==> config.mk <==
export PLATFORM = sky130hd
export DESIGN_NAME = jogo_playseq_n
export DESIGN_NICKNAME = d
export VERILOG_FILES = /design/src/rtl/jogo_playseq_n.sv
export SDC_FILE = /design/constraint.sdc
export NUM_CORES = 1
export LEC_CHECK = 0
export BUFFER_PORTS_ARGS = -buffer_cell sky130_fd_sc_hd__buf_4
export CAP_MARGIN = 20
export CORE_UTILIZATION = 40
export DETAILED_ROUTE_END_ITERATION = 6
export SLEW_MARGIN = 40
export SYNTH_ARGS = -nofsm -noshare
export SYNTH_HDL_FRONTEND = slang
export SYNTH_SLANG_ARGS = --single-unit
==> constraint.sdc <==
create_clock -name clock -period 4 [get_ports clock]
set_clock_uncertainty 0.15 [all_clocks]
set_input_delay 0.4 -clock clock [delete_from_list [all_inputs] [get_ports clock]]
set_output_delay 0.4 -clock clock [all_outputs]
set_load 0.02 [all_outputs]
==> src/rtl/jogo_playseq_n.sv <==
// jogo_playseq_n: memory game engine that grows an LFSR-generated sequence by one step per round
//   clock     rising-edge clock
//   reset     synchronous, active-low
//   jogar     start request (honoured in INICIAL and the end states)
//   botoes    debounced buttons, active-high
//   semente   LFSR seed (0 selects 8'h01)
//   ganhou/perdeu/timeout/pronto  end-of-game flags
//   leds      preview LEDs, or an echo of the registered buttons while waiting for a move
//   rodada    current sequence length
//   db_vidas  remaining lives
//   db_estado state code
module jogo_playseq_n #(
   parameter int N_BOTOES       = 4,
   parameter int MAX_SEQ        = 16,
   parameter int LED_CICLOS     = 1000,
   parameter int GAP_CICLOS     = 500,
   parameter int TIMEOUT_CICLOS = 5000,
   parameter int VIDAS          = 1
) (
   input  logic                clock,
   input  logic                reset,
   input  logic                jogar,
   input  logic [N_BOTOES-1:0] botoes,
   input  logic [7:0]          semente,
   output logic                ganhou,
   output logic                perdeu,
   output logic                timeout,
   output logic                pronto,
   output logic [N_BOTOES-1:0] leds,
   output logic [5:0]          rodada,
   output logic [2:0]          db_vidas,
   output logic [3:0]          db_estado
);
   localparam int SW   = $clog2(N_BOTOES);
   localparam int IW   = MAX_SEQ > 1 ? $clog2(MAX_SEQ) : 1;
   localparam int MC1  = LED_CICLOS > GAP_CICLOS ? LED_CICLOS : GAP_CICLOS;
   localparam int MAXC = MC1 > TIMEOUT_CICLOS ? MC1 : TIMEOUT_CICLOS;
   localparam int TW   = MAXC > 1 ? $clog2(MAXC) : 1;

   typedef enum logic [3:0] {
      INICIAL        = 4'h0,
      PREPARA        = 4'h1,
      GERA           = 4'h2,
      MOSTRA_ACESO   = 4'h3,
      MOSTRA_APAGADO = 4'h4,
      ESPERA         = 4'h5,
      COMPARA        = 4'h6,
      FIM_GANHOU     = 4'hA,
      FIM_PERDEU     = 4'hB,
      FIM_TIMEOUT    = 4'hC
   } estado_t;

   estado_t             estado, prox;
   logic [SW-1:0]       seq [MAX_SEQ];
   logic [IW-1:0]       idx;
   logic [5:0]          rod;
   logic [2:0]          vidas;
   logic [TW-1:0]       cnt;
   logic [7:0]          lfsr;
   logic [N_BOTOES-1:0] botoes_reg, botoes_ant, jogada, alvo;
   logic                press, acerto, ultimo, temporizado, fim_led, fim_gap, fim_tempo;

   assign alvo        = {{(N_BOTOES-1){1'b0}}, 1'b1} << seq[idx];
   // only a transition from all-released counts, so a held button never repeats
   assign press       = botoes_ant == '0 && botoes_reg != '0;
   // a multi-bit move can never equal the one-hot target, so it is wrong by construction
   assign acerto      = jogada == alvo;
   assign ultimo      = 6'(idx) == rod - 6'd1;
   assign temporizado = estado inside {MOSTRA_ACESO, MOSTRA_APAGADO, ESPERA};
   assign fim_led     = cnt == TW'(LED_CICLOS - 1);
   assign fim_gap     = cnt == TW'(GAP_CICLOS - 1);
   assign fim_tempo   = cnt == TW'(TIMEOUT_CICLOS - 1);

   always_ff @(posedge clock)
      if (!reset) estado <= INICIAL;
      else        estado <= prox;

   always_comb begin
      prox = estado;
      case (estado)
         INICIAL:        if (jogar) prox = PREPARA;
         PREPARA:        prox = GERA;
         GERA:           prox = MOSTRA_ACESO;
         MOSTRA_ACESO:   if (fim_led) prox = MOSTRA_APAGADO;
         MOSTRA_APAGADO: if (fim_gap) prox = ultimo ? ESPERA : MOSTRA_ACESO;
         // a press on the last timer cycle takes priority over the timeout
         ESPERA:         prox = press ? COMPARA : fim_tempo ? FIM_TIMEOUT : ESPERA;
         COMPARA:        prox = !acerto ? (vidas == 3'd1 ? FIM_PERDEU : MOSTRA_ACESO) :
                                !ultimo ? ESPERA :
                                rod == 6'(MAX_SEQ) ? FIM_GANHOU : GERA;
         FIM_GANHOU,
         FIM_PERDEU,
         FIM_TIMEOUT:    if (jogar) prox = PREPARA;
         default:        prox = INICIAL;
      endcase
   end

   always_comb begin
      leds      = estado == MOSTRA_ACESO ? alvo : estado == ESPERA ? botoes_reg : '0;
      ganhou    = estado == FIM_GANHOU;
      perdeu    = estado == FIM_PERDEU;
      timeout   = estado == FIM_TIMEOUT;
      pronto    = estado inside {FIM_GANHOU, FIM_PERDEU, FIM_TIMEOUT};
      rodada    = rod;
      db_vidas  = vidas;
      db_estado = estado;
   end

   always_ff @(posedge clock)
      if (!reset) begin
         botoes_reg <= '0;
         botoes_ant <= '0;
         jogada     <= '0;
         cnt        <= '0;
         lfsr       <= '0;
         rod        <= '0;
         vidas      <= '0;
         idx        <= '0;
      end else begin
         botoes_reg <= botoes;
         botoes_ant <= botoes_reg;
         // shared timer restarts on every state change and only runs in timed states
         cnt        <= (prox != estado || !temporizado) ? '0 : cnt + 1'b1;
         case (estado)
            PREPARA: begin
               lfsr  <= semente == 8'h00 ? 8'h01 : semente;
               rod   <= '0;
               vidas <= 3'(VIDAS);
               idx   <= '0;
            end
            GERA: begin
               lfsr <= {lfsr[6:0], lfsr[7] ^ lfsr[5] ^ lfsr[4] ^ lfsr[3]};
               rod  <= rod + 6'd1;
               idx  <= '0;
            end
            MOSTRA_APAGADO: if (fim_gap) idx <= ultimo ? '0 : idx + 1'b1;
            ESPERA:         if (press) jogada <= botoes_reg;
            COMPARA:
               if (!acerto) begin
                  vidas <= vidas - 3'd1;
                  idx   <= '0;
               end else if (!ultimo) idx <= idx + 1'b1;
            default: ;
         endcase
      end

   always_ff @(posedge clock)
      if (estado == GERA) seq[rod[IW-1:0]] <= SW'(lfsr % 8'(N_BOTOES));
endmodule

==> results.md, run 1 <==
- # DRC: 0
- Grt total ovfl: 0
- P&R area growth vs syn: 12.2%
- Max H-tree Level: 3
- Synthesized area per cell: 9.82 um2
- Clk root buf: clkbuf_8
- Via density: 5.70
- First-pass GRT wire length: 17600 um
- RSZ-0062 raised after global routing: no
- Max VDD drop: ~220 uV
- Routed len/inst: about 17 um
- P_leak: around 1.6 nW
- I/O pins: 36
- Vias in the first global route: roughly 3400
- Dpl cell area: about 4800 um2
- Via count: roughly 3500
- CTS tree: built
- Fraction of layout cells with a size suffix above 1: between 15 and 20%
- Initial core utilization: approximately 40%
- Top area cells in the synthesized netlist: dfxtp_1, edfxtp_1, mux4_2, nor2_1, a2111oi_2
- Pwr/cell area: between 300 and 400 nW/um2
- Nets@finish: 501
- Gr usage total: 19.8%
- Port buffer count: 35
- Post-CTS resize count: 0
- Most common cell in the netlist: dfxtp_1
- Final period util: between 90% and 100%
- Crit Path Max Fanout: 11
- Core Rows: 38
- Routed Antenna Nets: 0
- DP HPWL: 7750 um
- Slew Limit Fails: 0
- Die Span X: 107 um
- CP Data Required Time: between 4 and 5 ns
- Yosys cell types: 57
- Area of the multi-input gates: roughly 2200 um2
- CTS buffer count: 9
- Die height: ~110 um
- Critical Path End Type: register
- Post-CTS Setup Inserts: 0
- Seq/Total Area, Yosys: a little under half
- Worst-Margin Slew: about 0.75 ns
- Fill count: slightly above 1000
- Mapped Cells: 450
- Final Cell Area: between 4000 and 5000 um2
- Inserted Diodes: 0
- Min cycle time layout: 3.60 ns
- Syn nets: approximately 470
- Placed cells: 606
- Post-CTS Hold Buffers: 0
- Final Non-Filler Cells: around 620
- Max reg flops: 32
- Setup violations, final: 0
- Clk Latency, worst-skew pair: roughly 0.37 ns
- Synthesized area: approximately 4400 um2
- Critical Path AT: 3.69 ns
- Post-synth top cells: dfxtp_1, nor2_1, nand2_1
- GPL Wtd Cong: ~0.86
- Core region area: between 10000 and 15000 um2
- Setup Crit Path Kind: reg2reg
- Critical path startpoint category: register
- #FFs+latches synth: 86
- Ys Warns: 0
- WL final: 10600 um
- Register area: roughly 2000 um2
- Max_cap viols: 0
- Initial drt markers: roughly 260
- DR pass1 iterations: 4
- CTS Sinks: 86
- Primary FF master, synth: dfxtp_1
- Post-synth ARST share: 0%
- Pin count of the biggest net entering global routing: 25
- EDFF count, synth: 32
- Clock tree buffer depth: 2
- Setup_tns: 0 ns
- Fin. Hold Viols: 0
- Outcome: complete, no violations
- Slew HR: 49.2%
- Top cell type's share of synthesized area: around a quarter
- Cell taking the most area after synthesis: dfxtp_1
- Full die area: ~11000 um2
- Worst hold start: botoes[0]
- F_max: about 280 MHz
- Reg clk slew, reported paths: 0.10 ns
- Initial antenna violation count: 0
- Hold Path Class: in2reg
[final cells by class]
type	instances	area share [%]
clock buffer	11	2.65
timing repair buffer	42	6.36
sequential	86	41.2
multi-input combinational	326	44.6
clock inverter	5	0.732
inverter	12	0.909
tap	140	3.53
[worst paths after layout]
check | to | slack, ns | cells after the start
hold reg to reg | jogada[3] | 0.35 | 2
setup reg to reg | cnt[0] | 0.40 | 7
hold / removal | botoes_reg[0] | 0.09 | 2
setup / recovery | cnt[0] | 0.40 | 7
[routing by layer]
| metal | vias to the layer above | GRT usage [%] | part of all wire, % |
|---|---|---|---|
| li1 | 1744 | - | - |
| met2 | 67 | 31.8 | 48 |
| met1 | 1722 | 26.2 | 45 |
| met5 | - | 0 | 0 |
| met4 | 0 | 7.83 | 1.9 |
| met3 | 14 | 3.65 | 4.5 |
[cell usage in the layout (no fill, tap or decap), types with 3 or more instances in the layout]
| cell | n |
|---|---|
| or4_1 | 3 |
| xnor2_1 | 14 |
| a2111oi_0 | 3 |
| a31oi_1 | 3 |
| a311oi_1 | 5 |
| or3_1 | 6 |
| a22oi_1 | 4 |
| nor2_1 | 47 |
| and2_1 | 10 |
| a21oi_1 | 23 |
| nor2b_1 | 7 |
| ha_1 | 9 |
| nand3_1 | 18 |
| a2111oi_2 | 10 |
| inv_1 | 11 |
| a211oi_1 | 3 |
| or2_2 | 4 |
| o31ai_1 | 3 |
| dfxtp_1 | 54 |
| o21ai_0 | 12 |
| mux2i_1 | 3 |
| nor3_1 | 17 |
| nand2_1 | 36 |
| o22ai_1 | 7 |
| nor4b_1 | 5 |
| mux4_2 | 8 |
| edfxtp_1 | 32 |
| nand3b_1 | 3 |
| clkbuf_8 | 9 |
| buf_4 | 42 |
| nand2b_1 | 11 |
| nand4_1 | 12 |
| xor2_1 | 4 |
| o221ai_1 | 7 |
[critical path, stage by stage (launching register included)]
cell       delay, ns
dfxtp_1         0.66
mux4_2          0.58
a22oi_1         0.24
nand3_2         0.20
or3_1           0.43
and4_4          0.23
a211o_1         0.54
a2111oi_1       0.44
[logic make-up (layout without fill, tap and decap cells)]
group                    Yosys count  count (layout)  share of synthesized area (%)
adder cells (fa/ha/maj)            9               9                           2.55
buffers and inverters             38              70                           3.74
AO/OA/AOI/OAI                     93              93                           15.9
multiplexers                      13              13                           5.27
XOR/XNOR                          18              18                           3.57
AND/OR/NAND/NOR                  193             193                           22.7
flip-flops                        86              86                           46.2
[per-stage QoR]
step | worst slack, ns | total power [mW] | hold slack (ns) | utilization, %
after global routing | 0.113 | 1.96 | 0.0964 | 45.9
after CTS | 0.357 | 1.89 | 0.0758 | 45.9
after floorplan | 0.748 | 1.26 | 0.303 | -
final | 0.398 | 1.87 | 0.0933 | 45.9
after global placement | 0.598 | 1.33 | 0.330 | 44.4
after detailed placement | 0.400 | 1.34 | 0.341 | 44.4
[where the power goes]
group	switching [mW]	internal, mW
clock network	0.320	0.227
registers	0.0652	0.952
logic	0.174	0.135
(Power assumes the default switching activity.)
==> run 2, diff against run 1 <==
- CAP_MARGIN: 20 -> default
- CELL_PAD_IN_SITES_DETAIL_PLACEMENT: default -> 0
- CELL_PAD_IN_SITES_GLOBAL_PLACEMENT: default -> 1
- PLACE_DENSITY_LB_ADDON: default -> 0.1
==> run 2 against run 1 <==
Effect of this change:
- flip-flop and latch count is the same
- non-clock buffer count is the same
- worst hold slack got worse by 0.018 ns
- clock-buffer cell count down 1
- wire length up 5.3%
- combinational power barely moved
- sequential share of layout area is 0.37 points lower
- critical path type unchanged
==> results.md, run 2 (synthesis gave the netlist of run 1 again) <==
- Dpl cell area: ~4800 um2
- CTS buffer count: 9
- Max reg flops: 32
- GR met3 Demand/Resource: under 10%
- Port buffer count: 35
- Routed Antenna Nets: 0
- CP Data Required Time: ~4.1 ns
- Clk Latency, worst-skew pair: 0.37 ns
- Critical path, cell by cell: mux4_2 -> a22oi_1 -> nand3_2 -> or3_1 -> and4_4 -> a211o_1 -> a2111oi_1
- Hold Path Sink: botoes_reg[1]
- RR Endpoint: cnt[0]
- Met1 Usage GRT: roughly 27%
- Max H-tree Level: 3
- Core region area: 10800 um2
- Pin count of the biggest net entering global routing: 23
- Slew Limit Fails: 0
- Die Span X: around 110 um
- Routed len/inst: approximately 18 um
- Clock power share: 33.6%
- Fraction of layout cells with a size suffix above 1: between 10% and 20%
- WHS Path Cells: 2
- Setup Crit Path Kind: reg2reg
- Switching share of power: roughly 30%
- Clk root buf: clkbuf_8
- WP buf/inv: 0
- Crit Path Max Fanout: 11
- Vias in the first global route: 3404
- Die height: 107 um
- Fill count: between 1000 and 1500
- Switching power: between 0.5 and 0.6 mW
- Via count: about 3500
- Pwr/cell area: around 400 nW/um2
- Outcome: complete, no violations
- R2R Setup Slk: ~0.46 ns
- Most common cell after layout, fill and taps aside: dfxtp_1
- Max stage delay on crit path: between 0.6 and 0.7 ns
- CTS tree: built
- Pwr Total: 2.00 mW
- P&R area growth vs syn: 13.2%
- Critical path startpoint category: register
- Hold Worst Slack: about 0.075 ns
- Final period util: 88.5%
- Hold Path Class: in2reg
- Setup_tns: 0 ns
- GR Layer Usage met2: between 30% and 40%
- Grt total ovfl: 0
- P_leak: ~1.7 nW
- Full die area: 11500 um2
- Max VDD drop: 199 uV
- Core Rows: 38
- Busiest layer in global routing: met2
- Post-CTS Setup Inserts: 0
- Final Cell Area: between 5000 and 6000 um2
- WL final: about 11000 um
- Slew HR: 48.5%
- Gr usage total: a little over a fifth
- Max_cap viols: 0
- Clock tree buffer depth: 2
- First-pass GRT wire length: roughly 18000 um
- Worst-Margin Slew: ~0.77 ns
- Initial drt markers: ~140
- # DRC: 0
- Worst hold start: botoes[1]
- DR pass1 iterations: 4
- I/O pins: 36
- Critical Path End Type: register
- Nets@finish: approximately 500
- Initial antenna violation count: 0
- CTS Sinks: 86
- Most frequent cells in the layout: dfxtp_1, nor2_1, buf_4
- Reg clk slew, reported paths: about 0.09 ns
- Min cycle time layout: 3.54 ns
- P_int: 1.40 mW
- Via density: about 5.6
- GPL Wtd Cong: ~0.79
- Fin. Hold Viols: 0
- Post-CTS resize count: 0
- Comb power frac: approximately 15%
- Inserted Diodes: 0
- Critical Path AT: 3.66 ns
- DP HPWL: approximately 8000 um
- Seq pwr share: about half
- R2R depth: 7
- Delay-heaviest family, CP: compound AO/OA/AOI/OAI gates
- Post-CTS Hold Buffers: 0
- F_max: 282 MHz
- Setup violations, final: 0
- Slowest-stage cell, CP: dfxtp_1
- Initial core utilization: between 40% and 50%
- RSZ-0062 raised after global routing: no
run 2: metal layers:
layer	share of wire, %	wire (um)
met5	0	0
met4	2.0	219
met3	2.7	306
met2	48	5400
met1	47	5210
run 2: power groups by stage:
stage | Combinational [mW] | Clock [mW] | Sequential (mW)
2_1_floorplan | 0.250 | 0 | 1.01
3_3_place_gp | 0.304 | 0 | 1.04
3_5_place_dp | 0.308 | 0 | 1.04
4_1_cts | 0.310 | 0.688 | 1.02
5_1_grt | 0.344 | 0.728 | 1.03
6_report | 0.309 | 0.671 | 1.02
run 2: how the worst max path moves through the flow:
| stage | startpoint | endpoint | slack, ns | depth (start not counted) |
|---|---|---|---|---|
| 3_3_place_gp | register | cnt[0] | 0.54 | 7 |
| 6_report | register | cnt[0] | 0.46 | 7 |
| 5_1_grt | register | cnt[0] | 0.21 | 7 |
| 2_1_floorplan | rodada[0] | cnt[10] | 0.75 | 10 |
| 3_5_place_dp | register | cnt[0] | 0.43 | 7 |
| 4_1_cts | register | cnt[0] | 0.40 | 7 |
run 2: area by class of cell:
cell class | instances | area, um2 | area share, %
clock inverter | 6 | 73.8 | 1.48
tap | 140 | 175 | 3.50
multi-input combinational | 326 | 2210 | 44.2
inverter | 12 | 45.0 | 0.901
sequential | 86 | 2040 | 40.8
timing repair buffer | 42 | 315 | 6.30
clock buffer | 10 | 138 | 2.75
run 2: metrics by stage:
step	utilization, %	worst slack, ns	instances
2_1_floorplan	-	0.748	450
3_3_place_gp	44.4	0.539	606
3_5_place_dp	44.4	0.426	606
4_1_cts	46.3	0.401	622
5_1_grt	46.3	0.210	622
6_report	46.3	0.459	622
==> run 3, diff against run 2 <==
- ABC_AREA: default -> 1
==> run 3 against run 2 <==
Effect of this change:
- clock-buffer cell count is 1 higher
- sequential power is 15% higher
- cell count is 21% higher
- critical path depth is 10 higher
==> results.md, run 3 <==
- Outcome: complete, no violations
- Top cell type's share of synthesized area: between 20% and 30%
- RSZ-0062 raised after global routing: no
- Routed Antenna Nets: 0
- Slew HR: 51.2%
- Placed cells: approximately 730
- Die Span X: 107 um
- Post-CTS Setup Inserts: 0
- P&R area growth vs syn: 12.7%
- Hold Worst Slack: about 0.076 ns
- Max H-tree Level: 3
- Via density: 4.89
- Fraction of layout cells with a size suffix above 1: 12.2%
- Die height: roughly 110 um
- Main combinational cell family by area after synthesis: simple AND/OR/NAND/NOR gates
- Yosys cell types: 38
- Max_cap viols: 0
- Syn nets: approximately 600
- Top area cells in the synthesized netlist: dfxtp_1, edfxtp_1, nand2_1, inv_1, nand3_1
- Inserted Diodes: 0
- Register area: about 2000 um2
- Core Rows: 37
- P_leak: about 2.1 nW
- Critical Path End Type: register
- Nets@finish: approximately 630
- Max VDD drop: between 200 and 300 uV
- Slowest-stage cell, CP: dfxtp_1
- Pwr/cell area: approximately 540 nW/um2
- DR WL met3: 418 um
- Full die area: 11400 um2
- Setup violations, final: 0
- Fill count: about 1100
- Most common cell after layout, fill and taps aside: nand2_1
- Final Non-Filler Cells: 750
- Post-CTS resize count: 0
- Crit Path Max Fanout: 20
- DR top layer: met4
- First-pass GRT wire length: between 15000 and 20000 um
- Post-synth top cells: nand2_1, inv_1, dfxtp_1
- CTS Sinks: 86
- Most common cell in the netlist: nand2_1
- Setup_tns: 0 ns
- Final Cell Area: around 5000 um2
- Initial drt markers: 195
- WL final: a little over 10000 um
- Hold Path Class: in2reg
- Seq/Total Area, Yosys: between 40 and 50%
- Max reg flops: 32
- GPL Wtd Cong: 0.864
- EDFF count, synth: 32
- CTS buffer count: 9
- Post-synthesis mux area share: 0%
- Fin. Hold Viols: 0
- Clk Latency, worst-skew pair: between 0.3 and 0.4 ns
- Via count: between 3000 and 4000
- Reg clk slew, reported paths: 0.09 ns
- Synth Area in XOR/XNOR: 2.40%
- I/O pins: 36
- Post-synth ARST share: 0%
- Slew Limit Fails: 0
- Mapped Cells: approximately 570
- Wl on met1: between 5000 and 6000 um
- Adder-cell share of the synthesized area: 2.57%
- Gr usage total: about a fifth
- Setup Crit Path Kind: reg2reg
- Ys Warns: 0
- Synthesized area per cell: ~7.6 um2
- Simple-Gate Fraction of Synth Area: between 20% and 30%
- CP Data Required Time: ~4.1 ns
- Pin count of the biggest net entering global routing: 27
- Initial antenna violation count: 0
- Final period util: approximately 74%
- Max stage delay on crit path: about 0.4 ns
- Synthesized area: around 4400 um2
- Initial core utilization: between 40% and 50%
- Critical path, cell by cell: inv_1 -> nor3_1 -> inv_1 -> nor2_1 -> buf_4 -> inv_1 -> buf_4 -> nand2_1 -> inv_1 -> nand2_1 -> nor3_1 -> nand2_1 -> nor2_1 -> nand2_1 -> a21oi_2 -> nand2_2 -> nor2_1
- Clock tree buffer depth: 2
- Primary FF master, synth: dfxtp_1
- Critical path startpoint category: register
- DR pass1 iterations: 4
- #FFs+latches synth: 86
- # DRC: 0
- Compound-cell area share of the yosys netlist: about 8.7%
- Core region area: 10500 um2
- DP HPWL: 7800 um
- Port buffer count: 35
- Dpl cell area: ~4700 um2
- Area of the multi-input gates: approximately 1900 um2
- Grt total ovfl: 0
- Most frequent cells in the layout: nand2_1, inv_1, dfxtp_1
- Cell taking the most area after synthesis: dfxtp_1
- Min cycle time layout: about 3.0 ns
- CTS tree: built
- Worst-Margin Slew: 0.731 ns
- Post-CTS Hold Buffers: 0
- Met2 wire len: ~4500 um
- Routed len/inst: between 10 and 15 um
- Clk root buf: clkbuf_8
- F_max: approximately 340 MHz
- Vias in the first global route: between 3000 and 4000
- Critical Path AT: 3.06 ns
[run 3: changes by cell type after synthesis, sizes merged, moves of 10 or more]
cell / delta
nand2: +107
inv: +91
nand3: +26
nor2: +17
clkbuf: -14
a2111oi: -13
nand2b: -11
and2: -10
o21ai: +10
xnor2: -10
[run 3: final cells by class]
cell class                      count  area share [%]
Tap cell                          136            3.44
Clock buffer                       11            2.86
Multi-Input combinational cell    372            37.6
Timing Repair Buffer               37            5.62
Inverter                          103            7.97
Sequential cell                    86            41.3
Clock inverter                      5            1.19
[run 3: critical path: cells and delay by family (launching register included)]
kind / cells / cell delay [ns]
and+or+nand+nor: 10 / 1.34
DFF: 1 / 0.40
AOI/OAI and AO/OA: 1 / 0.06
buffers and inverters: 6 / 0.89
[run 3: metrics by stage]
stage / power (mW) / utilization (%) / setup WS, ns
finish: 2.67 / 47.3 / 1.02
global route: 2.88 / 47.3 / 0.632
CTS: 2.68 / 47.3 / 1.03
detailed placement: 2.07 / 45.4 / 1.06
global placement: 2.07 / 45.4 / 1.10
floorplan: 1.85 / - / 1.57
[run 3: worst paths after layout]
kind / startpoint / endpoint / slack (ns) / depth (start not counted)
setup / recovery: db_estado[1] / cnt[0] / 1.02 / 17
hold reg to reg: cnt[0] / cnt[0] / 0.30 / 1
setup reg to reg: db_estado[1] / cnt[0] / 1.02 / 17
hold / removal: botoes[1] / botoes_reg[1] / 0.08 / 3
[run 3: power breakdown]
group / switching, mW / internal, mW
clock: 0.311 / 0.306
combinational: 0.571 / 0.312
sequential: 0.140 / 1.03
total: 1.02 / 1.65
[run 3: kinds of logic after synthesis]
logic type | after synthesis
xor+xnor | 12
flops | 86
fa+ha+maj | 9
compound gates | 63
buf+inv | 116
simple gates | 288
[run 3: per-layer routing]
layer	vias up	GRT usage, %
li1	1924	-
met1	1680	27.1
met2	50	30.4
met3	12	3.77
met4	0	6.36
met5	-	0
